<file path="config.mk">
export PLATFORM = sky130hd
export DESIGN_NAME = axi_mem_arbiter
export DESIGN_NICKNAME = d
export VERILOG_FILES = /design/src/rtl/axi_mem_arbiter.sv
export SDC_FILE = /design/constraint.sdc
export NUM_CORES = 1
export LEC_CHECK = 0
export ABC_CLOCK_PERIOD_IN_PS = 2750
export BUFFER_PORTS_ARGS = -buffer_cell sky130_fd_sc_hd__buf_2
export CAP_MARGIN = 20
export CORE_AREA = 2 2 404 406
export DETAILED_ROUTE_END_ITERATION = 12
export DIE_AREA = 0 0 406 408
export HOLD_SLACK_MARGIN = 0.12
export PLACE_DENSITY = 0.3
export SKIP_CTS_REPAIR_TIMING = 1
export SKIP_LAST_GASP = 1
export SLEW_MARGIN = 20
export SYNTH_ARGS = -nofsm -noshare
export SYNTH_HDL_FRONTEND = slang
export SYNTH_SLANG_ARGS = --single-unit
</file>
<file path="constraint.sdc">
create_clock -name clock -period 2.75 [get_ports clock]
set_input_delay 0.1375 -clock clock [delete_from_list [all_inputs] [get_ports clock]]
set_output_delay 0.1375 -clock clock [all_outputs]
set_load 0.02 [all_outputs]
</file>
<file path="src/rtl/axi_mem_arbiter.sv">
// 2:1 AXI4 arbiter sharing one memory channel between icache and dcache refill.
// AR/AW are registered round-robin; R/B route by prepended ID bit; W follows AW order.
module axi_mem_arbiter #(
    parameter int DW  = 128,
    parameter int AW  = 32,
    parameter int IDW = 3,
    parameter int WQ  = 4
) (
    input  logic                           clock,
    input  logic                           reset,
    input  logic [1:0]                     m_ar_valid,
    output logic [1:0]                     m_ar_ready,
    input  logic [2*(IDW+AW+13)-1:0]       m_ar_bits,
    output logic [1:0]                     m_r_valid,
    input  logic [1:0]                     m_r_ready,
    output logic [IDW+DW+2:0]              m_r_bits,
    input  logic [1:0]                     m_aw_valid,
    output logic [1:0]                     m_aw_ready,
    input  logic [2*(IDW+AW+13)-1:0]       m_aw_bits,
    input  logic [1:0]                     m_w_valid,
    output logic [1:0]                     m_w_ready,
    input  logic [2*(DW+DW/8+1)-1:0]       m_w_bits,
    output logic [1:0]                     m_b_valid,
    input  logic [1:0]                     m_b_ready,
    output logic [IDW+1:0]                 m_b_bits,
    output logic                           s_ar_valid,
    input  logic                           s_ar_ready,
    output logic [IDW+AW+13:0]             s_ar_bits,
    input  logic                           s_r_valid,
    output logic                           s_r_ready,
    input  logic [IDW+DW+3:0]              s_r_bits,
    output logic                           s_aw_valid,
    input  logic                           s_aw_ready,
    output logic [IDW+AW+13:0]             s_aw_bits,
    output logic                           s_w_valid,
    input  logic                           s_w_ready,
    output logic [DW+DW/8:0]               s_w_bits,
    input  logic                           s_b_valid,
    output logic                           s_b_ready,
    input  logic [IDW+2:0]                 s_b_bits
);

    localparam int ABW = IDW + AW + 13;
    localparam int WBW = DW + DW / 8 + 1;
    localparam int PW  = (WQ > 1) ? $clog2(WQ) : 1;
    localparam int CW  = $clog2(WQ + 1);

    function automatic logic [PW-1:0] ptr_inc(input logic [PW-1:0] p);
        return (p == PW'(WQ - 1)) ? '0 : p + 1'b1;
    endfunction

    logic           ar_valid_q, ar_valid_d;
    logic [ABW:0]   ar_bits_q, ar_bits_d;
    logic           ar_rr_q, ar_rr_d;
    logic           ar_free, ar_gnt, ar_hs;

    logic           aw_valid_q, aw_valid_d;
    logic [ABW:0]   aw_bits_q, aw_bits_d;
    logic           aw_rr_q, aw_rr_d;
    logic           aw_free, aw_gnt, aw_hs, aw_room;
    logic [CW:0]    aw_inflight;

    logic [WQ-1:0]  wq_mem_q, wq_mem_d;
    logic [PW-1:0]  wq_wp_q, wq_wp_d;
    logic [PW-1:0]  wq_rp_q, wq_rp_d;
    logic [CW-1:0]  wq_cnt_q, wq_cnt_d;
    logic           wq_push, wq_empty, w_head, w_pop;

    logic           r_sel, b_sel;

    always_comb begin
        ar_free    = ~ar_valid_q | s_ar_ready;
        ar_gnt     = m_ar_valid[ar_rr_q] ? ar_rr_q : ~ar_rr_q;
        m_ar_ready = 2'b00;
        m_ar_ready[ar_gnt] = ar_free & ~reset;
        ar_hs      = m_ar_valid[ar_gnt] & ar_free & ~reset;
        ar_valid_d = ar_valid_q & ~s_ar_ready;
        ar_bits_d  = ar_bits_q;
        ar_rr_d    = ar_rr_q;
        if (ar_hs) begin
            ar_valid_d = 1'b1;
            ar_bits_d  = {ar_gnt, ar_gnt ? m_ar_bits[2*ABW-1:ABW]
                                         : m_ar_bits[ABW-1:0]};
            ar_rr_d    = ~ar_gnt;
        end
    end

    // An AW still sitting in the output register will claim a FIFO slot too.
    always_comb begin
        aw_inflight = {1'b0, wq_cnt_q} + {{CW{1'b0}}, aw_valid_q};
        aw_room     = aw_inflight < (CW+1)'(WQ);
        aw_free     = (~aw_valid_q | s_aw_ready) & aw_room;
        aw_gnt      = m_aw_valid[aw_rr_q] ? aw_rr_q : ~aw_rr_q;
        m_aw_ready  = 2'b00;
        m_aw_ready[aw_gnt] = aw_free & ~reset;
        aw_hs       = m_aw_valid[aw_gnt] & aw_free & ~reset;
        aw_valid_d  = aw_valid_q & ~s_aw_ready;
        aw_bits_d   = aw_bits_q;
        aw_rr_d     = aw_rr_q;
        if (aw_hs) begin
            aw_valid_d = 1'b1;
            aw_bits_d  = {aw_gnt, aw_gnt ? m_aw_bits[2*ABW-1:ABW]
                                         : m_aw_bits[ABW-1:0]};
            aw_rr_d    = ~aw_gnt;
        end
    end

    always_comb begin
        wq_empty  = (wq_cnt_q == '0);
        w_head    = wq_mem_q[wq_rp_q];
        s_w_bits  = w_head ? m_w_bits[2*WBW-1:WBW] : m_w_bits[WBW-1:0];
        s_w_valid = 1'b0;
        m_w_ready = 2'b00;
        if (!wq_empty && !reset) begin
            s_w_valid         = m_w_valid[w_head];
            m_w_ready[w_head] = s_w_ready;
        end
        w_pop = s_w_valid & s_w_ready & s_w_bits[0];
    end

    always_comb begin
        wq_push  = aw_valid_q & s_aw_ready;
        wq_mem_d = wq_mem_q;
        wq_wp_d  = wq_wp_q;
        wq_rp_d  = wq_rp_q;
        wq_cnt_d = wq_cnt_q;
        if (wq_push) begin
            wq_mem_d[wq_wp_q] = aw_bits_q[ABW];
            wq_wp_d           = ptr_inc(wq_wp_q);
        end
        if (w_pop) begin
            wq_rp_d = ptr_inc(wq_rp_q);
        end
        unique case ({wq_push, w_pop})
            2'b10:   wq_cnt_d = wq_cnt_q + 1'b1;
            2'b01:   wq_cnt_d = wq_cnt_q - 1'b1;
            default: wq_cnt_d = wq_cnt_q;
        endcase
    end

    always_comb begin
        r_sel      = s_r_bits[IDW+DW+3];
        m_r_valid  = 2'b00;
        m_r_valid[r_sel] = s_r_valid & ~reset;
        s_r_ready  = m_r_ready[r_sel] & ~reset;
        m_r_bits   = s_r_bits[IDW+DW+2:0];
        b_sel      = s_b_bits[IDW+2];
        m_b_valid  = 2'b00;
        m_b_valid[b_sel] = s_b_valid & ~reset;
        s_b_ready  = m_b_ready[b_sel] & ~reset;
        m_b_bits   = s_b_bits[IDW+1:0];
    end

    assign s_ar_valid = ar_valid_q;
    assign s_ar_bits  = ar_bits_q;
    assign s_aw_valid = aw_valid_q;
    assign s_aw_bits  = aw_bits_q;

    always_ff @(posedge clock) begin
        if (reset) begin
            ar_valid_q <= 1'b0;
            ar_bits_q  <= '0;
            ar_rr_q    <= 1'b0;
            aw_valid_q <= 1'b0;
            aw_bits_q  <= '0;
            aw_rr_q    <= 1'b0;
            wq_mem_q   <= '0;
            wq_wp_q    <= '0;
            wq_rp_q    <= '0;
            wq_cnt_q   <= '0;
        end else begin
            ar_valid_q <= ar_valid_d;
            ar_bits_q  <= ar_bits_d;
            ar_rr_q    <= ar_rr_d;
            aw_valid_q <= aw_valid_d;
            aw_bits_q  <= aw_bits_d;
            aw_rr_q    <= aw_rr_d;
            wq_mem_q   <= wq_mem_d;
            wq_wp_q    <= wq_wp_d;
            wq_rp_q    <= wq_rp_d;
            wq_cnt_q   <= wq_cnt_d;
        end
    end

endmodule

</file>
==> results.ini, run 1 <==
[yosys]
asyncSetResetFlopFracSynth_pct = 0
synthDistinctLibCells = 32
syn_area_um2 = 7880
post-synth-top-count-cell = mux2_2
syn_nets = 1491
syn_inst = 844
synth_area_leaders = dfxtp_1 29%, mux2_2 21%, buf_4 13%
synth_area_per_cell_um2 = 9.34
yosysTopAreaCell = dfxtp_1
synthTopCellsByCount = 146 x mux2_2, 139 x buf_4, 113 x dfxtp_1, 109 x nor2_1, 101 x mux2i_1
yosys_most_used_dff = dfxtp_1
ys_ff_latch = 113
yosysTopAreaCellShare_pct = 28.7
synth_seq_area_share_pct = 28.7
yosysWarnings = 0
synth_edf_count = 0

[critical_path]
path_class = reg2out
path_cells = mux4_4, buf_16, buf_16, mux2_4, buf_2
reg2reg_setup_slack_ns = -0.02
startpoint = wq_rp_q[0]$_SDFFE_PP0P_
start_kind = register
crit_required_ns = 2.61
path_delay_family = multiplexers
crit_arrival_ns = 2.67
worst-path-buf-inv = 3
cp_max_fo = 32
worst-r2r-cell-count = 9
timing.rr.end = wq_cnt_q[2]$_SDFFE_PP0P_
cp_num_cells = 5
cpMostUsedCell = buf_16
cp_slowest_stage_delay_ns = 0.70
r2r-start = wq_rp_q[0]$_SDFFE_PP0P_
end_kind = primary output
endpoint = s_w_bits[91]
critPathSlowestCell = mux4_4

[global_routing]
grt_pass1_wl_um = 93900
antenna_found_initial = 25
grt_max_degree = 128
grt_usage_pct = 8.93
grt_remaining_overflow = 0
grt_pass1_vias = 9018

[cts]
clk_pin_slew_ns = 0.06
cts.path.max_buffers = 2
cts_sinks = 113
cts_tree = yes
htree_levels = 4
insertion_delay_ns = 0.51
cts_buffers = 17
root_buffer = clkbuf_16

[job]
cap_violations = 0

[pwr]
p_per_area_nw_per_um2 = 398
ir_worst_vdd_v = 0.000522
p_leak_nw = 7.29
p_total_mw = 6.67

[sta]
fin_hold_ws_ns = 0.0975
timing.clock.skew_ns = 0.0109
finalWorstSetupSlack_ns = -0.0608
rsz0062_at_grt = yes
hold_violations = 0
tightest_slew_ns = 0.597
slew_headroom_pct = 59.4
fin_crit_ns = 2.81
setup_violations = 34
finalSetupTns_ns = -0.955
min_period_over_period_pct = 102
maxSlewViolCount = 0
max_freq_ghz = 0.356

[min_path]
whs_path_depth = 3
hp-class = in2reg

[final_layout]
nets = 2286
stdcell_area_um2 = 16800
area_delta_synth_final_pct = 113
drive_gt1_share_pct = 59.7
final_util_pct = 10.4
stdcell_count = 3832

[floorplan]
fp.dieW_um = 406
ios = 1037
dieArea_um2 = 166000
die_y_um = 408
coreArea_um2 = 162000
initial_utilization_pct = 4.87
fp-row-count = 148

[outcome]
violations = negative setup slack
outcome = finished, violations left

[placement]
io_buffers = 758
dpl_cell_area_um2 = 13900
dp_slack_ns = -0.134
hpwl_um = 70200
gp_congestion = 0.904
place_inst = 3601

[drt]
ant_nets = 0
dr.pass1.iters = 6
drc = 0
wl_per_cell_um = 20.9
routed_wirelength_um = 80000
vias_per_cell = 2.51
drtIter0Drc = 268
via_count = 9605

-- routing by layer --
metal	GRT usage (%)	up-vias	routed length, um
li1	-	4463	-
met1	8.60	4363	26400
met2	15.9	710	39500
met3	5.48	63	11900
met4	2.30	6	2220
met5	0	-	34
-- cell families (layout without fill, tap and decap cells) --
family                   Yosys count  in the layout  share of synthesized area (%)
XOR/XNOR                           2              2                          0.222
AO/OA/AOI/OAI                    119            119                           11.2
multiplexers                     249            249                           34.2
flip-flops                       113            113                           28.7
buffers and inverters            210           1018                           17.0
adder cells (fa/ha/maj)            7              7                           1.21
other                              0              5                              0
AND/OR/NAND/NOR                  144            144                           7.53
-- state kept, by name, indices dropped and copies added, names as in the netlist, 2 cells and up --
| signal | cells |
|---|---|
| wq_wp_q | 2 |
| wq_cnt_q | 3 |
| s_ar_bits | 49 |
| wq_mem_q | 4 |
| wq_rp_q | 2 |
| s_aw_bits | 49 |
-- layout make-up --
cell class	count	area [um^2]
Tap cell	2175	2720
Clock inverter	14	168
Inverter	10	37.5
Sequential cell	113	2260
Multi-Input combinational cell	521	4550
Clock buffer	18	439
Timing Repair Buffer	976	6580
Antenna cell	5	12.5
Fill cell	18900	145000
-- report_power, final --
group | internal (mW) | switching (mW) | leakage, nW
sequential | 1.77 | 0.0697 | 0.934
combinational | 1.13 | 1.28 | 6.06
clock | 1.38 | 1.04 | 0.293
total | 4.28 | 2.39 | 7.29
-- cell usage in the layout (no fill, tap or decap), drive strengths merged, types with 2 or more instances in the layout --
cell and n:
buf 788, dlygate4sd3 184, mux2 147, dfxtp 113
nor2 109, mux2i 101, a211oi 96, clkbuf 22
inv 19, nand2 13, a21oi 13, ha 6
diode 5, nor2b 4, nand3 4, o21ai 4
nand2b 3, nor3 3, o211a 3, nor3b 2
and3 2, clkinvlp 2, bufinv 2, xor2 2
-- worst min-delay path by stage --
stage,end,startpoint
finish,s_ar_bits[7]$_SDFFE_PP0P_,m_ar_bits[55]
CTS,s_ar_valid$_SDFF_PP0_,m_ar_valid[0]
global placement,m_b_bits[4],s_b_bits[4]
floorplan,s_ar_valid$_SDFF_PP0_,m_ar_valid[0]
detailed placement,m_b_bits[4],s_b_bits[4]
global route,s_aw_bits[48]$_SDFFE_PP0P_,m_aw_valid[0]
-- worst register-to-register path, cell delays in order, from the launching register on --
cell and delay, ns:
dfxtp_2 0.34, mux4_4 0.70, mux2_4 0.36, nor2_4 0.14
ha_4 0.15, inv_2 0.03, fa_2 0.34, xor2_2 0.16
or3_4 0.37, a21oi_2 0.12
Power figures use the tool's default switching activity.
==> run 2: changes to the inputs <==
--- a/config.mk
+++ b/config.mk
@@ -12,6 +12,7 @@
 export DETAILED_ROUTE_END_ITERATION = 12
 export DIE_AREA = 0 0 406 408
 export HOLD_SLACK_MARGIN = 0.12
+export MAX_ROUTING_LAYER = met4
 export PLACE_DENSITY = 0.3
 export SKIP_CTS_REPAIR_TIMING = 1
 export SKIP_LAST_GASP = 1
==> run 2 against run 1 <==
- the run still ends with negative setup slack left
- critical path depth rose by 4
- final area rose by 0.40%
- highest routed layer is now met4
- flip-flop and latch count did not move
- count of clock-buffer cells in the layout is the same
- cell count is 0.10% higher
- hold slack worse by 0.0021 ns
- register-to-register slack worse by 0.02 ns
- largest cell class unchanged
- largest power group unchanged
- core utilization barely moved
- maximum frequency increased by 0.89%
- first-iteration DRC count increased by 9.3%
- total power grew 0.45%
==> results.ini, run 2 (synthesis gave the netlist of run 1 again) <==
[final_layout]
area_delta_synth_final_pct = 114
layout.cells.most_common = buf_2
multi_input_area_um2 = 4550  ; -0.16%
drive_gt1_share_pct = 59.7  ; about the same
final_util_pct = 10.4  ; +0.041 points
final_cell_mix = 718 x buf_2, 184 x dlygate4sd3_1, 112 x dfxtp_1, 108 x nor2_1, 99 x mux2i_1
regArea_um2 = 2260  ; unchanged
fill_cells = 18900  ; +0.048%
nets = 2284  ; -0.087%

[critical_path]
crit_required_ns = 3.17  ; +0.56 ns
r2r-start = wq_rp_q[0]$_SDFFE_PP0P_
cp_slowest_stage_delay_ns = 0.68  ; -0.02 ns
path_cells = mux4_4, mux2_4, nor2_4, ha_4, inv_2, fa_2, xor2_2, or3_4, a21oi_2
start_kind = register
crit_arrival_ns = 3.21  ; +0.54 ns
path_class = reg2reg
cp_max_fo = 3  ; -91%
reg2reg_setup_slack_ns = -0.04  ; -0.02 ns
timing.rr.end = wq_cnt_q[2]$_SDFFE_PP0P_
end_kind = register
worst-r2r-cell-count = 9  ; unchanged
critPathSlowestCell = mux4_4

[drt]
wl_per_cell_um = 21.6  ; +3.4%
vias_per_cell = 2.52  ; +0.63%
drtIter0Drc = 293  ; +9.3%
ant_nets = 0  ; unchanged
routed_wirelength_um = 82800  ; +3.5%
dr_wl_met3_um = 11300  ; -4.9%
top_layer = met4
wl_met1_um = 28100  ; +6.6%
dr.pass1.iters = 4  ; -2
wl_met2_um = 41400  ; +5.0%
via_count = 9676  ; +0.74%
drc = 0  ; unchanged

[sta]
min_period_over_period_pct = 101  ; -0.90 points
maxSlewViolCount = 0  ; unchanged
hold_violations = 0  ; unchanged
max_freq_ghz = 0.359  ; +0.89%
rsz0062_at_grt = yes
timing.clock.skew_ns = 0.0167  ; +0.00576 ns
finalWorstSetupSlack_ns = -0.0360  ; +0.0248 ns
tightest_slew_ns = 0.615  ; +0.0176 ns
setup_violations = 1  ; -97%
fin_crit_ns = 2.79  ; -0.0248 ns
slew_headroom_pct = 59.0  ; -0.32 points

[min_path]
hp-class = in2reg
hold_end = s_aw_bits[10]$_SDFFE_PP0P_
min_from = m_aw_bits[58]
whs_path_depth = 3  ; unchanged

[outcome]
outcome = finished, violations left
violations = negative setup slack

[placement]
gp_congestion = 0.894  ; -1.2%
io_buffers = 758  ; unchanged
dp_slack_ns = -0.128  ; +0.00654 ns
hpwl_um = 71300  ; +1.6%

[global_routing]
grt_max_degree = 140  ; +9.4%
antenna_found_initial = 34  ; +36%
grt_usage_pct = 9.33  ; +0.40 points
grt_pass1_vias = 9087  ; +0.77%
grt_pass1_wl_um = 95300  ; +1.5%
grt_remaining_overflow = 0  ; unchanged

[floorplan]
dieArea_um2 = 166000  ; unchanged
ios = 1037  ; unchanged
fp-row-count = 148  ; unchanged
coreArea_um2 = 162000  ; unchanged
die_y_um = 408  ; unchanged
initial_utilization_pct = 4.87  ; unchanged
fp.dieW_um = 406  ; unchanged

[cts]
clk_pin_slew_ns = 0.08  ; +0.02 ns
cts.path.max_buffers = 2  ; unchanged
cts_sinks = 113  ; unchanged
insertion_delay_ns = 0.49  ; -0.02 ns
root_buffer = clkbuf_16
cts_buffers = 17  ; unchanged
cts_tree = yes
htree_levels = 4  ; unchanged

[pwr]
p_per_area_nw_per_um2 = 398  ; about the same
p_leak_nw = 7.29  ; +0.11%
ir_worst_vdd_v = 0.000487  ; -6.8%

[job]
cap_violations = 0  ; unchanged

## run 2: worst max-delay path by stage
stage / startpoint / endpoint / slack, ns
after floorplan: wq_rp_q[0]$_SDFFE_PP0P_ / wq_cnt_q[2]$_SDFFE_PP0P_ / 0.15
after global placement: wq_rp_q[0]$_SDFFE_PP0P_ / wq_cnt_q[2]$_SDFFE_PP0P_ / -0.37
after detailed placement: wq_rp_q[0]$_SDFFE_PP0P_ / wq_cnt_q[2]$_SDFFE_PP0P_ / -0.13
after CTS: wq_rp_q[0]$_SDFFE_PP0P_ / s_w_bits[116] / -0.50
after global routing: wq_rp_q[0]$_SDFFE_PP0P_ / wq_cnt_q[2]$_SDFFE_PP0P_ / -0.11
final: wq_rp_q[0]$_SDFFE_PP0P_ / wq_cnt_q[2]$_SDFFE_PP0P_ / -0.04
## run 2: critical path: cells and delay by family, from the launching register on
kind,cells,cell delay [ns]
compound gates,1,0.14
flops,1,0.35
buf+inv,1,0.04
fa+ha+maj,2,0.49
mux,2,1.04
xor+xnor,1,0.16
simple gates,2,0.50
## run 2: report_power, final
part           switching (mW)  internal (mW)
Combinational            1.28           1.13
Clock                    1.06           1.39
Sequential             0.0687           1.77
Total                    2.41           4.29
## run 2: cell type report
cell class	count	share of cell area, %
Timing Repair Buffer	974	39.4
Multi-Input combinational cell	521	27.0
Tap cell	2175	16.2
Sequential cell	113	13.4
Clock buffer	18	2.61
Clock inverter	14	0.996
Inverter	10	0.223
Antenna cell	11	0.163
## run 2: metrics by stage
step	instances	setup TNS (ns)	area (um^2)	hold slack [ns]	total power, mW
after CTS	3629	-47.24	14500	-0.0835	6.61
after global routing	3833	-1.87	16800	0.120	7.11
after global placement	3597	-0.433	13900	0.275	4.03
final	3836	-0.0360	16800	0.0953	6.70
after detailed placement	3597	-0.128	13900	0.275	4.02
after floorplan	844	0	7880	0.312	3.07
## run 2: layer usage
layer / vias to the layer above / global-route usage, %
li1: 4458 / -
met1: 4432 / 8.69
met2: 727 / 16.5
met3: 59 / 5.45
met4: 0 / 1.85
met5: - / -
